## src/rtl/mem_dp_pkg.sv

```systemverilog
// Shared types and constants for the dual-port memory model.
package mem_dp_pkg;

  localparam int RD_LATENCY_MAX = 4;

  localparam logic RSP_ERR_NONE  = 1'b0;
  localparam logic RSP_ERR_RANGE = 1'b1;

  typedef struct packed {
    logic vld;
    logic err;
    logic is_write;
  } rsp_stage_t;

  localparam rsp_stage_t RSP_STAGE_IDLE = '{vld: 1'b0, err: RSP_ERR_NONE, is_write: 1'b0};

endpackage

```

## src/rtl/mem_dp_rsp_pipe.sv

```systemverilog
// Per-port response delay line: control flags and read data delayed RD_LATENCY edges.
module mem_dp_rsp_pipe
  import mem_dp_pkg::*;
#(
  parameter int RD_LATENCY = 1,
  parameter int DATA_WIDTH = 32
) (
  input  logic                  CLK,
  input  logic                  RSTN,
  input  rsp_stage_t            req_stage,
  input  logic [DATA_WIDTH-1:0] req_data,
  output rsp_stage_t            rsp_stage,
  output logic [DATA_WIDTH-1:0] rsp_data
);

  rsp_stage_t            stage_r [RD_LATENCY];
  logic [DATA_WIDTH-1:0] data_r  [RD_LATENCY];

  // Shift flags every edge; data stages only load on read responses so the tail holds its last value.
  always_ff @(posedge CLK or negedge RSTN) begin
    if (!RSTN) begin
      for (int i = 0; i < RD_LATENCY; i++) begin
        stage_r[i] <= RSP_STAGE_IDLE;
        data_r[i]  <= '0;
      end
    end else begin
      stage_r[0] <= req_stage;
      if (req_stage.vld && !req_stage.is_write) begin
        data_r[0] <= req_data;
      end
      for (int i = 1; i < RD_LATENCY; i++) begin
        stage_r[i] <= stage_r[i-1];
        if (stage_r[i-1].vld && !stage_r[i-1].is_write) begin
          data_r[i] <= data_r[i-1];
        end
      end
    end
  end

  assign rsp_stage = stage_r[RD_LATENCY-1];
  assign rsp_data  = data_r[RD_LATENCY-1];

endmodule

```

## config.mk

```make
export PLATFORM = sky130hd
export DESIGN_NAME = mem_dp_rsp_pipe
export DESIGN_NICKNAME = d
export VERILOG_FILES = /design/src/rtl/mem_dp_pkg.sv /design/src/rtl/mem_dp_rsp_pipe.sv
export SDC_FILE = /design/constraint.sdc
export NUM_CORES = 1
export LEC_CHECK = 0
export ABC_AREA = 0
export ABC_CLOCK_PERIOD_IN_PS = 900
export CORE_AREA = 2 2 57 72
export DETAILED_ROUTE_END_ITERATION = 10
export DIE_AREA = 0 0 59 74
export DONT_BUFFER_PORTS = 1
export GPL_ROUTABILITY_DRIVEN = 0
export PLACE_DENSITY = 0.49
export SETUP_SLACK_MARGIN = 0.02
export SKIP_CTS_REPAIR_TIMING = 1
export SLEW_MARGIN = 30
export SYNTH_ARGS = -nofsm -noshare
export SYNTH_HDL_FRONTEND = slang
export SYNTH_SLANG_ARGS = --single-unit
```

## constraint.sdc

```tcl
create_clock -name CLK -period 0.9 [get_ports CLK]
set_input_delay 0.09 -clock CLK [delete_from_list [all_inputs] [get_ports CLK]]
set_output_delay 0.09 -clock CLK [all_outputs]
set_load 0.05 [all_outputs]
```

==> results.ini, run 1 <==
[synthesis]
synth_cells = 72
ys_warn_count = 0
synth_mux_area_share_pct = 33.0
synth_adder_area_share_pct = 0
synthXorXnorAreaFrac_pct = 0
yosys.area_share.simple_pct = 0.960
synth_cell_types = 6
ys_seq_elements = 35
synth-compound-area-share_pct = 0
synth_top_family_by_area = multiplexers
syn_area_sq_mm = 0.00143
yosysSeqAreaShare_pct = 61.1
syn-num-nets = 109
postSynthAreaPerCell_sq_um = 19.9

[sta]
setup_viol_count_final = 34
fin_crit_ns = 0.945
worst_slack_ns = -0.0452
skew_ns = 0
min_period_over_period_pct = 105
tightest_slew_ns = 0.196
hold_violations = 35
rsz0062_at_grt = true
holdWs_ns = -0.498
maxSlewViolCount = 0
max_slew_margin_pct = 86.9
max_freq_mhz = 1060
setup-tns-final_ns = -0.960

[setup_path]
endpoint_kind = primary output
crit_end = rsp_data[31]
crit_path_top_delay_cell = dfrtp_2
crit_type = reg2out
crit_start = rsp_data[31]$_DFFE_PN0P_
critical-path-max-stage-delay_ns = 0.42
reg2reg_depth = 2
critPathArrivalTime_ns = 0.86
critical_path_required_ns = 0.81
crit_buf_inv = 1
cp-start-kind = flip-flop
r2r-end = rsp_data[18]$_DFFE_PN0P_
critical_path_cell_count = 1
worstPathMaxFanout = 2
path_cells = buf_6
crit_family = flip-flops
reg2reg_slack_ns = -0.01
timing.rr.start = rsp_data[18]$_DFFE_PN0P_

[cts]
root_buffer = clkbuf_8
cts_buffers = 5
clk_latency_ns = 0.27
cts_htree_levels = 2
clk_pin_slew_worst_paths_ns = 0.07
cts_buffer_depth = 2
cts_tree = done
clkSinkCount = 35

[route]
ant_nets = 0
drc = 0
wl_per_cell_microns = 15.2
via_count = 882
drt-initial-drc-count = 23
drt-total-wl_mm = 2.88
vias_per_cell = 4.64
firstDrtPassIters = 4

[die]
std_cell_rows = 25
core_area_sq_mm = 0.00369
dieArea_sq_mm = 0.00437
ios = 72
die_y_microns = 74
die_x_microns = 59
start_util_pct = 38.8

[global_routing]
grt_max_degree = 36
antenna_found_initial = 0
grt_pass1_vias = 797
grt.total_usage_pct = 11.5
grt_pass1_wl_mm = 3.66
grt-ovfl-total = 0

[final_layout]
drive_above_1_share_pct = 74.7
final_cells = 190
fin_area_sq_mm = 0.00235
finalNetCount = 187
synthToLayoutAreaGrowth_pct = 63.7
num_antenna_cells = 0

[flow_run]
maxCapViolCount = 0

[placed_design]
place_ws_ns = -0.0624
post_dp_cell_area_sq_mm = 0.00176
portBuffers = 0
dp_cells = 146

[power_and_ir_drop]
power.density_mw_per_mm2 = 2120
p_leak_nw = 1.05
vdd_drop_max_v = 0.00110

[run_status]
violations = negative hold slack, negative setup slack
status = finished with violations

[worst_hold_path]
hold_class = in2async

[Yosys cell counts]
master,n,share of area (%)
buf_12,3,4.2
buf_6,1,0.79
dfrtp_1,35,61
mux2_2,2,1.6
mux2_4,30,31
nor2b_4,1,0.96
[per-layer routing]
metal / vias up / wire [microns] / GRT usage (%)
li1: 398 / - / -
met1: 433 / 1130 / 13.6
met2: 46 / 1500 / 17.3
met3: 5 / 197 / 5.91
met4: 0 / 49 / 5.30
met5: - / 0 / 0
[cells in the final DEF, fill, tap and decap left out]
cell,instances
buf_12,2
buf_4,3
buf_6,35
clkbuf_8,6
clkinv_2,1
dfrtp_1,3
dfrtp_2,32
dlygate4sd3_1,35
mux2_2,2
mux2_4,30
nor2b_4,1
[state kept, by name, indices dropped and copies added (netlist names)]
register and count:
rsp_data 32, rsp_stage 3
[cells by family (layout without fill, tap and decap cells)]
family | count (synthesis) | after routing
buffers and inverters | 4 | 82
multiplexers | 32 | 32
flip-flops | 35 | 35
AND/OR/NAND/NOR | 1 | 1
[report_power, final]
group	internal (W)	leakage, nW	total, W	switching [W]
combinational	0.000849	0.629	0.00186	0.00101
clock	0.000600	0.0470	0.00112	0.000519
sequential	0.00183	0.378	0.00200	0.000166
total	0.00328	1.05	0.00498	0.00170
[stage by stage]
stage | power, W | util (%)
after floorplan | 0.00316 | -
after global placement | 0.00355 | 47.8
after detailed placement | 0.00356 | 47.8
after CTS | 0.00470 | 50.1
after global routing | 0.00518 | 63.6
final | 0.00498 | 63.6
[worst min path at each step]
stage	slack [ns]	start	cells past startpoint	endpoint
3_5_place_dp	-0.20	RSTN	0	rsp_data[29]$_DFFE_PN0P_
4_1_cts	-0.51	RSTN	0	rsp_data[29]$_DFFE_PN0P_
6_report	-0.50	RSTN	0	rsp_data[28]$_DFFE_PN0P_
3_3_place_gp	-0.20	RSTN	0	rsp_data[29]$_DFFE_PN0P_
2_1_floorplan	-0.21	RSTN	0	rsp_data[0]$_DFFE_PN0P_
5_1_grt	-0.52	RSTN	0	rsp_data[29]$_DFFE_PN0P_
[area by class of cell]
class | instances | area, sq um
Sequential cell | 35 | 916
Clock inverter | 1 | 5.00
Multi-Input combinational cell | 33 | 487
Clock buffer | 6 | 82.6
Timing Repair Buffer | 75 | 807
Fill cell | 266 | 1340
Tap cell | 40 | 50.0
(Power assumes the default switching activity.)
==> run 2: changes to the inputs <==
- TNS_END_PERCENT: unset -> 50
==> run 2 against run 1 <==
Count of clock-buffer cells in the layout stayed put. Largest power group unchanged. The run still ends with negative hold slack, negative setup slack left. Critical path type unchanged. Combinational power about the same. Fmax barely moved. Clock skew unchanged. First-iteration DRC count is 8.7% higher. Flip-flop and latch count is the same.
==> results.ini, run 2 (synthesis results as in run 1) <==
[run_status]
status = finished with violations
violations = negative hold slack, negative setup slack

[setup_path]
timing.rr.start = rsp_data[18]$_DFFE_PN0P_
reg2reg_depth = 2
crit_buf_inv = 1
r2r-end = rsp_data[18]$_DFFE_PN0P_
worstPathMaxFanout = 2
crit_start = rsp_data[31]$_DFFE_PN0P_
critPathArrivalTime_ns = 0.86
reg2reg_slack_ns = -0.01
cp-start-kind = flip-flop
endpoint_kind = primary output
path_cells = buf_6
critical_path_required_ns = 0.81
crit_family = flip-flops
critical_path_cell_count = 1
critical-path-max-stage-delay_ns = 0.42
crit_path_top_delay_cell = dfrtp_2
crit_end = rsp_data[31]
crit_type = reg2out

[global_routing]
grt-ovfl-total = 0
antenna_found_initial = 0
grt_pass1_vias = 797
grt_max_degree = 36
grt.total_usage_pct = 11.5
grt_pass1_wl_mm = 3.66

[final_layout]
nFillCells = 268
num_antenna_cells = 0
drive_above_1_share_pct = 74.5
post-route-util_pct = 63.4
finalNetCount = 186
synthToLayoutAreaGrowth_pct = 63.2
layout_common_cells = 35 x dlygate4sd3_1, 35 x buf_6, 32 x dfrtp_2, 30 x mux2_4, 6 x clkbuf_8
final_cells = 189
largest_register_ffs = 32

[power_and_ir_drop]
p_leak_nw = 1.05
vdd_drop_max_v = 0.00110
power.density_mw_per_mm2 = 2120

[cts]
cts_htree_levels = 2
cts_buffers = 5
clkSinkCount = 35
clk_pin_slew_worst_paths_ns = 0.07
cts_buffer_depth = 2
root_buffer = clkbuf_8
cts_tree = done
clk_latency_ns = 0.27

[placed_design]
portBuffers = 0
dp_cells = 146

[sta]
maxSlewViolCount = 0
rsz0062_at_grt = true
setup-tns-final_ns = -0.956
max_freq_mhz = 1060
setup_viol_count_final = 33
hold_violations = 35
skew_ns = 0
worst_slack_ns = -0.0451
max_slew_margin_pct = 86.9
fin_crit_ns = 0.945
tightest_slew_ns = 0.196
min_period_over_period_pct = 105
holdWs_ns = -0.498

[route]
drt-initial-drc-count = 25
drt-total-wl_mm = 2.87
drc = 0
ant_nets = 0
vias_per_cell = 4.65
firstDrtPassIters = 4
wl_per_cell_microns = 15.2
via_count = 878

[die]
start_util_pct = 38.8
core_area_sq_mm = 0.00369
dieArea_sq_mm = 0.00437
std_cell_rows = 25
ios = 72
die_x_microns = 59
die_y_microns = 74

[worst_hold_path]
hold_class = in2async

[flow_run]
maxCapViolCount = 0

## run 2: cell types whose count changed in the layout (fill, tap and decap cells not counted), sizes merged
cell / delta
buf: -1
## run 2: metrics by stage
step | area, sq um | worst slack [ns] | hold slack [ns] | power (W)
2_1_floorplan | 1470 | -0.00946 | -0.206 | 0.00316
3_3_place_gp | 1760 | -0.0432 | -0.205 | 0.00355
3_5_place_dp | 1760 | -0.0624 | -0.205 | 0.00356
4_1_cts | 1850 | -0.0767 | -0.512 | 0.00470
5_1_grt | 2340 | -0.0781 | -0.522 | 0.00517
6_report | 2340 | -0.0451 | -0.498 | 0.00497
## run 2: layout make-up
type                       count  area (sq um)  area share [%]
clock buffer                   6          82.6            3.53
multi-input combinational     33           487            20.8
clock inverter                 1          5.00           0.214
sequential                    35           916            39.1
tap                           40          50.0            2.14
timing repair buffer          74           800            34.2
## run 2: how the worst min path moves through the flow
stage,from,endpoint,slack (ns),cells after the start
finish,RSTN,rsp_data[28]$_DFFE_PN0P_,-0.50,0
global route,RSTN,rsp_data[29]$_DFFE_PN0P_,-0.52,0
CTS,RSTN,rsp_data[29]$_DFFE_PN0P_,-0.51,0
detailed placement,RSTN,rsp_data[29]$_DFFE_PN0P_,-0.20,0
global placement,RSTN,rsp_data[29]$_DFFE_PN0P_,-0.20,0
floorplan,RSTN,rsp_data[0]$_DFFE_PN0P_,-0.21,0
## run 2: metal layers
layer	global-route usage, %	wire length, microns	vias up	share of wire [%]
met2	17.3	1500	46	52
li1	-	-	396	-
met1	13.6	1130	431	39
met4	5.30	49	0	1.7
met3	5.91	197	5	6.9
met5	0	0	-	0
## run 2: report_power, final
group	internal, W	switching, W	total (W)
logic	0.000841	0.00101	0.00185
registers	0.00183	0.000166	0.00200
clock network	0.000600	0.000519	0.00112
